--- src/rtl/apb2reg_pkg.sv ---
// Shared definitions for the APB-to-register-file bridge: FSM encoding and
// parameter defaults used by the bridge and its address checker.
package apb2reg_pkg;

   typedef enum logic [1:0] {
      IDLE   = 2'd0,
      WAIT   = 2'd1,
      STROBE = 2'd2,
      RESP   = 2'd3
   } state_t;

   localparam int         WAIT_STATES_DEF = 1;
   localparam logic [9:0] ADDR_LIMIT_DEF  = 10'h3FC;

endpackage

--- src/rtl/apb2reg_addr_chk.sv ---
// Combinational legality check of an APB byte address: word alignment,
// upper bits clear and word address within ADDR_LIMIT.
module apb2reg_addr_chk
   import apb2reg_pkg::*;
#(
   parameter logic [9:0] ADDR_LIMIT = ADDR_LIMIT_DEF
) (
   input  logic [11:0] paddr,
   output logic        err
);

   assign err = (paddr[1:0] != 2'b00)
             || (paddr[11:10] != 2'b00)
             || (paddr[9:0] > ADDR_LIMIT);

endmodule

--- src/rtl/apb2reg_bridge.sv ---
// APB slave that turns each transfer into a single-cycle register-file
// strobe after WAIT_STATES idle cycles, then answers with a one-cycle pready.
module apb2reg_bridge
   import apb2reg_pkg::*;
#(
   parameter int         WAIT_STATES = WAIT_STATES_DEF,
   parameter logic [9:0] ADDR_LIMIT  = ADDR_LIMIT_DEF
) (
   input  logic        clk,
   input  logic        rst,
   input  logic        psel,
   input  logic        penable,
   input  logic        pwrite,
   input  logic [11:0] paddr,
   input  logic [31:0] pwdata,
   output logic        pready,
   output logic [31:0] prdata,
   output logic        pslverr,
   output logic        wr_en,
   output logic        rd_en,
   output logic [9:0]  addr,
   output logic [31:0] wdata,
   input  logic [31:0] rdata
);

   localparam logic [3:0] WAIT_LAST = 4'(WAIT_STATES - 1);

   state_t     state;
   logic [3:0] cnt;
   logic       err_q;
   logic       write_q;
   logic       setup_err;
   logic       setup;

   assign setup = psel && !penable;

   apb2reg_addr_chk #(
      .ADDR_LIMIT (ADDR_LIMIT)
   ) u_addr_chk (
      .paddr (paddr),
      .err   (setup_err)
   );

   // All outputs are registered: strobes and pready are raised on the
   // transition into the state that owns them, so they last one cycle.
   always_ff @(posedge clk or posedge rst) begin
      if (rst) begin
         state   <= IDLE;
         cnt     <= 4'd0;
         err_q   <= 1'b0;
         write_q <= 1'b0;
         wr_en   <= 1'b0;
         rd_en   <= 1'b0;
         pready  <= 1'b0;
         pslverr <= 1'b0;
         prdata  <= 32'h0;
         addr    <= 10'h0;
         wdata   <= 32'h0;
      end else begin
         wr_en   <= 1'b0;
         rd_en   <= 1'b0;
         pready  <= 1'b0;
         pslverr <= 1'b0;
         case (state)
            IDLE: begin
               if (setup) begin
                  addr    <= paddr[9:0];
                  wdata   <= pwdata;
                  write_q <= pwrite;
                  err_q   <= setup_err;
                  cnt     <= 4'd0;
                  if (WAIT_STATES == 0) begin
                     state <= STROBE;
                     wr_en <= pwrite && !setup_err;
                     rd_en <= !pwrite && !setup_err;
                  end else begin
                     state <= WAIT;
                  end
               end
            end
            WAIT: begin
               if (!psel) begin
                  state <= IDLE;
                  cnt   <= 4'd0;
               end else if (cnt == WAIT_LAST) begin
                  state <= STROBE;
                  cnt   <= 4'd0;
                  wr_en <= write_q && !err_q;
                  rd_en <= !write_q && !err_q;
               end else begin
                  cnt <= cnt + 4'd1;
               end
            end
            STROBE: begin
               // rdata is combinational from addr, valid while the strobe is up
               prdata <= (!write_q && !err_q) ? rdata : 32'h0;
               if (!psel) begin
                  state <= IDLE;
               end else begin
                  state   <= RESP;
                  pready  <= 1'b1;
                  pslverr <= err_q;
               end
            end
            RESP:    state <= IDLE;
            default: state <= IDLE;
         endcase
      end
   end

endmodule

--- config.mk ---
export PLATFORM = sky130hd
export DESIGN_NAME = apb2reg_bridge
export DESIGN_NICKNAME = d
export VERILOG_FILES = /design/src/rtl/apb2reg_pkg.sv /design/src/rtl/apb2reg_addr_chk.sv /design/src/rtl/apb2reg_bridge.sv
export SDC_FILE = /design/constraint.sdc
export NUM_CORES = 1
export LEC_CHECK = 0
export CAP_MARGIN = 20
export CORE_MARGIN = 2
export CORE_UTILIZATION = 40
export DETAILED_ROUTE_END_ITERATION = 6
export GPL_ROUTABILITY_DRIVEN = 0
export GPL_TIMING_DRIVEN = 0
export PLACE_DENSITY = 0.79
export SETUP_SLACK_MARGIN = 0.02
export SYNTH_ARGS = -nofsm -noshare
export SYNTH_HDL_FRONTEND = slang
export SYNTH_SLANG_ARGS = --single-unit
--- constraint.sdc ---
create_clock -name clk -period 3.45 [get_ports clk]
set_clock_uncertainty 0.05 [all_clocks]
set_input_delay 0.5175 -clock clk [delete_from_list [all_inputs] [get_ports clk]]
set_output_delay 0.5175 -clock clk [all_outputs]
set_load 0.05 [all_outputs]
==> summary.md, run 1 <==
| Metric | Value |
|---|---|
| Status | `completed` |
| Overflow after GRT | `0` |
| Post-CTS Hold Fix Bufs | `0` |
| Busiest grt layer | `met2` |
| Layout area overhead | `59.8%` |
| RSZ-0062 raised after global routing | `no` |
| CP max-delay cell | `clkdlybuf4s50_1` |
| Total Routing Usage GR | `17.8%` |
| Clock transition at the registers of the reported paths | `80 ps` |
| Setup crit start kind | `register` |
| Clk buf depth | `2` |
| Net Count, Synth | `294` |
| Final worst slack | `1350 ps` |
| Crit path max fanout | `2` |
| Async set-reset flop share out of synthesis | `100%` |
| First-pass GRT wire length | `12200 um` |
| Final period util | `60.7%` |
| H-Tree Depth | `3` |
| Starting DRT DRC Count | `81` |
| Worst EP arrival | `1530 ps` |
| Port Buffers | `158` |
| HPWL Detailed | `5890 um` |
| Top Ports | `159` |
| M2 GR Usage | `29.2%` |
| Worst Hold Class | `register to register` |
| Die Area | `8930 um2` |
| Final setup fails | `0` |
| Most used cells in the layout excluding fill and tap cells | `158 x clkdlybuf4s50_1, 86 x dfrtp_1, 41 x mux2_2` |
| Sink Count | `86` |
| Number of CTS-inserted buffers | `9` |
| Synth top area cells | `dfrtp_1 66%, mux2_2 14%, a22o_1 8.6%` |
| Netlist cell types | `35` |
| Endpoints failing hold | `0` |
| Share of post-route cells with drive strength above 1 | `18.4%` |
| Critical path's largest stage delay | `820 ps` |
| Power density over the cells | `700 nW/um2` |
| Remaining antenna violation count | `0` |
| Yosys top cell area share | `65.7%` |
| Clk Tree Root Cell | `clkbuf_8` |
| First-pass DRT Iterations | `4` |
| Max-slew headroom | `64.1%` |
| Main synth FF type | `dfrtp_1` |
| Antenna violations before repair | `0` |
| Worst Path Required | `2880 ps` |
| Synth Warn # | `0` |
| Starting density of the core | `40.5%` |
| Max-slew violation count | `0` |
| Largest net degree at the start of global routing | `60` |
| Cts repair resizes | `0` |
| CP Cell Sequence | `clkdlybuf4s50_1` |
| CP endpoint kind | `output port` |
| Final nets | `464` |
| Crit Path Class | `register to output port` |
| Fin crit period | `2100 ps` |
| Least-Margin Pin Slew | `536 ps` |
| #FFs+latches synth | `86` |
| Post-Synthesis Cells | `211` |
| Setup TNS Final | `0 ps` |
| CP top delay family | `buffers and inverters` |
| Synth area leader | `dfrtp_1` |
| Via count | `2388` |
| Most common cell after layout, fill and taps aside | `clkdlybuf4s50_1` |
| Die height | `94.5 um` |
| EDFF count, synth | `0` |
| FILL cells | `640` |
| Dpl ws | `1190 ps` |
| Post-synthesis area per instance | `15.5 um2` |
| Max cap viols | `0` |
| Design Power | `0.00366 W` |
| # rows | `33` |
| Buf/Inv on CP | `1` |
| Max Clk Rate | `477 MHz` |
| Vias in the first global route | `2496` |
| WHS | `456 ps` |
| Final wirelength | `7780 um` |
| Leakage power | `2.24 nW` |
| Drt wl/cell | `15.8 um` |
| Mapped Area | `3280 um2` |
| Antenna Cells | `0` |
| Met3 global-route usage | `6.07%` |
| DRC Markers | `0` |
| Worst vdd ir | `0.000456 V` |
| Latest clock arrival within the worst-skew pair | `340 ps` |
| CTS tree | `done` |
| Die W | `94.5 um` |
| DR vias/cell | `4.86` |
| # Post-CTS Setup Buffers | `0` |
| Sequential-to-total area share from yosys stat | `65.7%` |
| Met1 Usage GRT | `21.7%` |
| Core area | `8090 um2` |
## power by group
| part | switching, W | total, W | internal (W) |
|---|---|---|---|
| Combinational | 0.000970 | 0.00157 | 0.000601 |
| Sequential | 0.000117 | 0.00134 | 0.00122 |
| Clock | 0.000344 | 0.000753 | 0.000410 |
| Total | 0.00143 | 0.00366 | 0.00223 |
## kinds of logic (layout without fill, tap and decap cells)
logic type | after synthesis | after routing | share of synthesized area, %
compound gates | 40 | 40 | 10.2
xor+xnor | 2 | 2 | 0.535
fa+ha+maj | 2 | 2 | 0.764
buf+inv | 17 | 192 | 3.13
flops | 86 | 86 | 65.7
mux | 44 | 44 | 15.1
simple gates | 20 | 20 | 4.62
## area by class of cell
type | count | area [um2] | share of cell area [%]
clock inverter | 5 | 83.8 | 1.60
inverter | 5 | 21.3 | 0.406
buffer | 12 | 83.8 | 1.60
tap | 105 | 131 | 2.51
multi-input combinational | 108 | 1020 | 19.5
timing repair buffer | 159 | 1610 | 30.7
sequential | 86 | 2150 | 41.1
clock buffer | 11 | 131 | 2.51
## metrics by stage
| stage | std cells | instance area [um2] | util, % |
|---|---|---|---|
| after CTS | 491 | 5240 | 64.7 |
| after floorplan | 211 | 3280 | - |
| after global routing | 491 | 5240 | 64.7 |
| final | 491 | 5240 | 64.7 |
| after global placement | 474 | 4990 | 61.7 |
| after detailed placement | 475 | 5020 | 62.0 |
## worst paths after layout
check,from,end,slack (ps),cells after the start
max in group asynchronous,rst,addr[9]$_DFFE_PP0P_,2270,3
setup / recovery,addr[0]$_DFFE_PP0P_,addr[0],1350,1
setup reg to reg,state[0]$_DFFE_PP0P_,wdata[24]$_DFFE_PP0P_,1740,4
hold reg to reg,prdata[11]$_DFFE_PP0N_,prdata[11]$_DFFE_PP0N_,460,1
min in group asynchronous,rst,wdata[29]$_DFFE_PP0P_,470,2
hold / removal,prdata[11]$_DFFE_PP0N_,prdata[11]$_DFFE_PP0N_,460,1
## layer usage
layer	share of wire, %	up-vias
met5	0	-
met1	41	1170
met4	1.2	0
met2	48	106
met3	10	8
li1	-	1104
## synthesized netlist by cell type, types with 3 or more instances
master	n
a22o_1	32
buf_2	4
o21ai_0	3
mux2_2	41
inv_1	5
clkbuf_1	3
buf_6	4
dfrtp_1	86
## registers in the layout (all words and copies together) (netlist names)
register  flops
rd_en         1
write_q       1
wr_en         1
cnt           4
wdata        32
prdata       32
pready        1
addr         10
pslverr       1
state         2
err_q         1
(Power assumes the default switching activity.)
==> inputs of run 2 (changes only) <==
==> constraint.sdc (replaced) <==
create_clock -name clk -period 2 [get_ports clk]
set_clock_uncertainty 0.05 [all_clocks]
set_input_delay 0.3 -clock clk [delete_from_list [all_inputs] [get_ports clk]]
set_output_delay 0.3 -clock clk [all_outputs]
set_load 0.05 [all_outputs]
==> run 2 against run 1 <==
Sequential share of layout area fell by 0.14 points. Worst setup slack got worse by 1200 ps. Global-route usage fell by 0.16 points. Largest cell class unchanged. Sequential power rose by 73%. Critical endpoint is now prdata[22].
==> summary.md, run 2 (synthesis results as in run 1) <==
| Metric | Value |
|---|---|
| Setup crit start kind | `register` |
| Top Registers | `prdata (32), wdata (32), addr (10)` |
| First-pass GRT wire length | `12100 um (-0.74%)` |
| Multi-input gate area | `1020 um2 (unchanged)` |
| DRC Markers | `0 (unchanged)` |
| RSZ-0062 raised after global routing | `no` |
| Worst vdd ir | `0.000721 V (+58%)` |
| Cts repair resizes | `0 (unchanged)` |
| Die W | `94.5 um (unchanged)` |
| WHS | `168 ps (-287 ps)` |
| Post-CTS Hold Fix Bufs | `0 (unchanged)` |
| Starting DRT DRC Count | `56 (-31%)` |
| Max cap viols | `0 (unchanged)` |
| # rows | `33 (unchanged)` |
| Critical path's largest stage delay | `810 ps (about the same)` |
| Clock transition at the registers of the reported paths | `80 ps (about the same)` |
| CP Cell Sequence | `clkdlybuf4s50_1` |
| Dpl ws | `-18.2 ps (-1210 ps)` |
| Overflow after GRT | `0 (unchanged)` |
| CP max-delay cell | `clkdlybuf4s50_1` |
| Die Area | `8930 um2 (unchanged)` |
| Max Clk Rate | `531 MHz` |
| Reg area | `2150 um2 (unchanged)` |
| Remaining antenna violation count | `0 (unchanged)` |
| Antenna violations before repair | `0 (unchanged)` |
| Worst EP arrival | `1530 ps (about the same)` |
| CP endpoint kind | `output port` |
| Final period util | `94.2%` |
| Final nets | `465 (+0.22%)` |
| DR vias/cell | `4.98 (+2.4%)` |
| Endpoints failing hold | `0 (unchanged)` |
| H-Tree Depth | `3 (unchanged)` |
| Worst Hold Class | `input pin to async pin` |
| Port Buffers | `158 (unchanged)` |
| Post-layout util | `64.9% (+0.22 points)` |
| Core area | `8090 um2 (unchanged)` |
| Largest net degree at the start of global routing | `44 (-27%)` |
| Clk Tree Root Cell | `clkbuf_8` |
| Buf/Inv on CP | `1 (unchanged)` |
| Top Ports | `159 (unchanged)` |
| Latest clock arrival within the worst-skew pair | `340 ps (about the same)` |
| Final setup fails | `0 (unchanged)` |
| Drt wl/cell | `15.9 um (+0.45%)` |
| Crit Path Class | `register to output port` |
| Total Routing Usage GR | `17.6% (-0.16 points)` |
| Met1 Usage GRT | `21.8% (+0.11 points)` |
| Status | `completed` |
| HPWL Detailed | `5980 um (+1.5%)` |
| Most common cell after layout, fill and taps aside | `clkdlybuf4s50_1` |
| # Post-CTS Setup Buffers | `0 (unchanged)` |
| Power density over the cells | `1200 nW/um2 (+71%)` |
| Worst Path Required | `1650 ps (-1230 ps)` |
| DP Cell Count | `476 (+0.21%)` |
| Met3 global-route usage | `6.30% (+0.24 points)` |
| Most used cells in the layout excluding fill and tap cells | `158 x clkdlybuf4s50_1, 86 x dfrtp_1, 41 x mux2_2` |
| Max-slew violation count | `0 (unchanged)` |
| Clk buf depth | `2 (unchanged)` |
| Share of post-route cells with drive strength above 1 | `19.1% (+0.73 points)` |
| Fin crit period | `1880 ps` |
| M2 GR Usage | `28.5% (-0.65 points)` |
| Final wirelength | `7830 um (+0.66%)` |
| Vias in the first global route | `2477 (-0.76%)` |
| Die height | `94.5 um (unchanged)` |
| Number of CTS-inserted buffers | `9 (unchanged)` |
| Least-Margin Pin Slew | `535 ps (-1.49 ps)` |
| First-pass DRT Iterations | `6 (+2)` |
| Max-slew headroom | `64.2% (+0.10 points)` |
| Starting density of the core | `40.5% (unchanged)` |
| Cell area after layout | `5250 um2 (+0.33%)` |
| Leakage power | `2.25 nW (+0.31%)` |
| Final worst slack | `117 ps (-1240 ps)` |
| Layout area overhead | `60.3%` |
| Antenna Cells | `0 (unchanged)` |
| CTS tree | `done` |
| Sink Count | `86 (unchanged)` |
| Crit path max fanout | `2 (unchanged)` |
| FILL cells | `639 (-0.16%)` |
| Layout Cells excl Fill | `492 (+0.20%)` |
| Busiest grt layer | `met2` |
| CP top delay family | `buffers and inverters` |
| Via count | `2450 (+2.6%)` |
| Cell Area, Placed | `5030 um2 (+0.27%)` |
==> run 2: worst paths after layout <==
path,cells past startpoint,start,endpoint,slack [ps]
worst max-delay path,1,prdata[22]$_DFFE_PP0N_,prdata[22],120
worst min-delay path,2,rst,wdata[23]$_DFFE_PP0P_,170
worst max register to register,4,state[0]$_DFFE_PP0P_,wdata[15]$_DFFE_PP0P_,310
worst min register to register,1,addr[1]$_DFFE_PP0P_,addr[1]$_DFFE_PP0P_,450
max in group asynchronous,3,rst,prdata[18]$_DFFE_PP0N_,1280
min in group clk,1,addr[1]$_DFFE_PP0P_,addr[1]$_DFFE_PP0P_,450
==> run 2: power breakdown <==
part,switching [W],internal (W)
combinational,0.00168,0.00104
clock,0.000583,0.000682
sequential,0.000207,0.00211
total,0.00247,0.00383
==> run 2: metrics by stage <==
stage | total power (W) | TNS [ps]
floorplan | 0.00405 | 0
global placement | 0.00503 | -22390
detailed placement | 0.00509 | -87.5
CTS | 0.00637 | 0
global route | 0.00658 | 0
finish | 0.00630 | 0
==> run 2: cell type report <==
class,count,share of cell area (%)
Sequential cell,86,41.0
Timing Repair Buffer,160,30.9
Multi-Input combinational cell,108,19.5
Clock buffer,12,3.14
Tap cell,105,2.50
Buffer,12,1.60
Clock inverter,4,1.02
Inverter,5,0.429
==> run 2: metal layers <==
metal	wire length [um]	up-vias
li1	-	1107
met1	3120	1218
met2	3810	110
met3	735	15
met4	154	0
met5	0	-
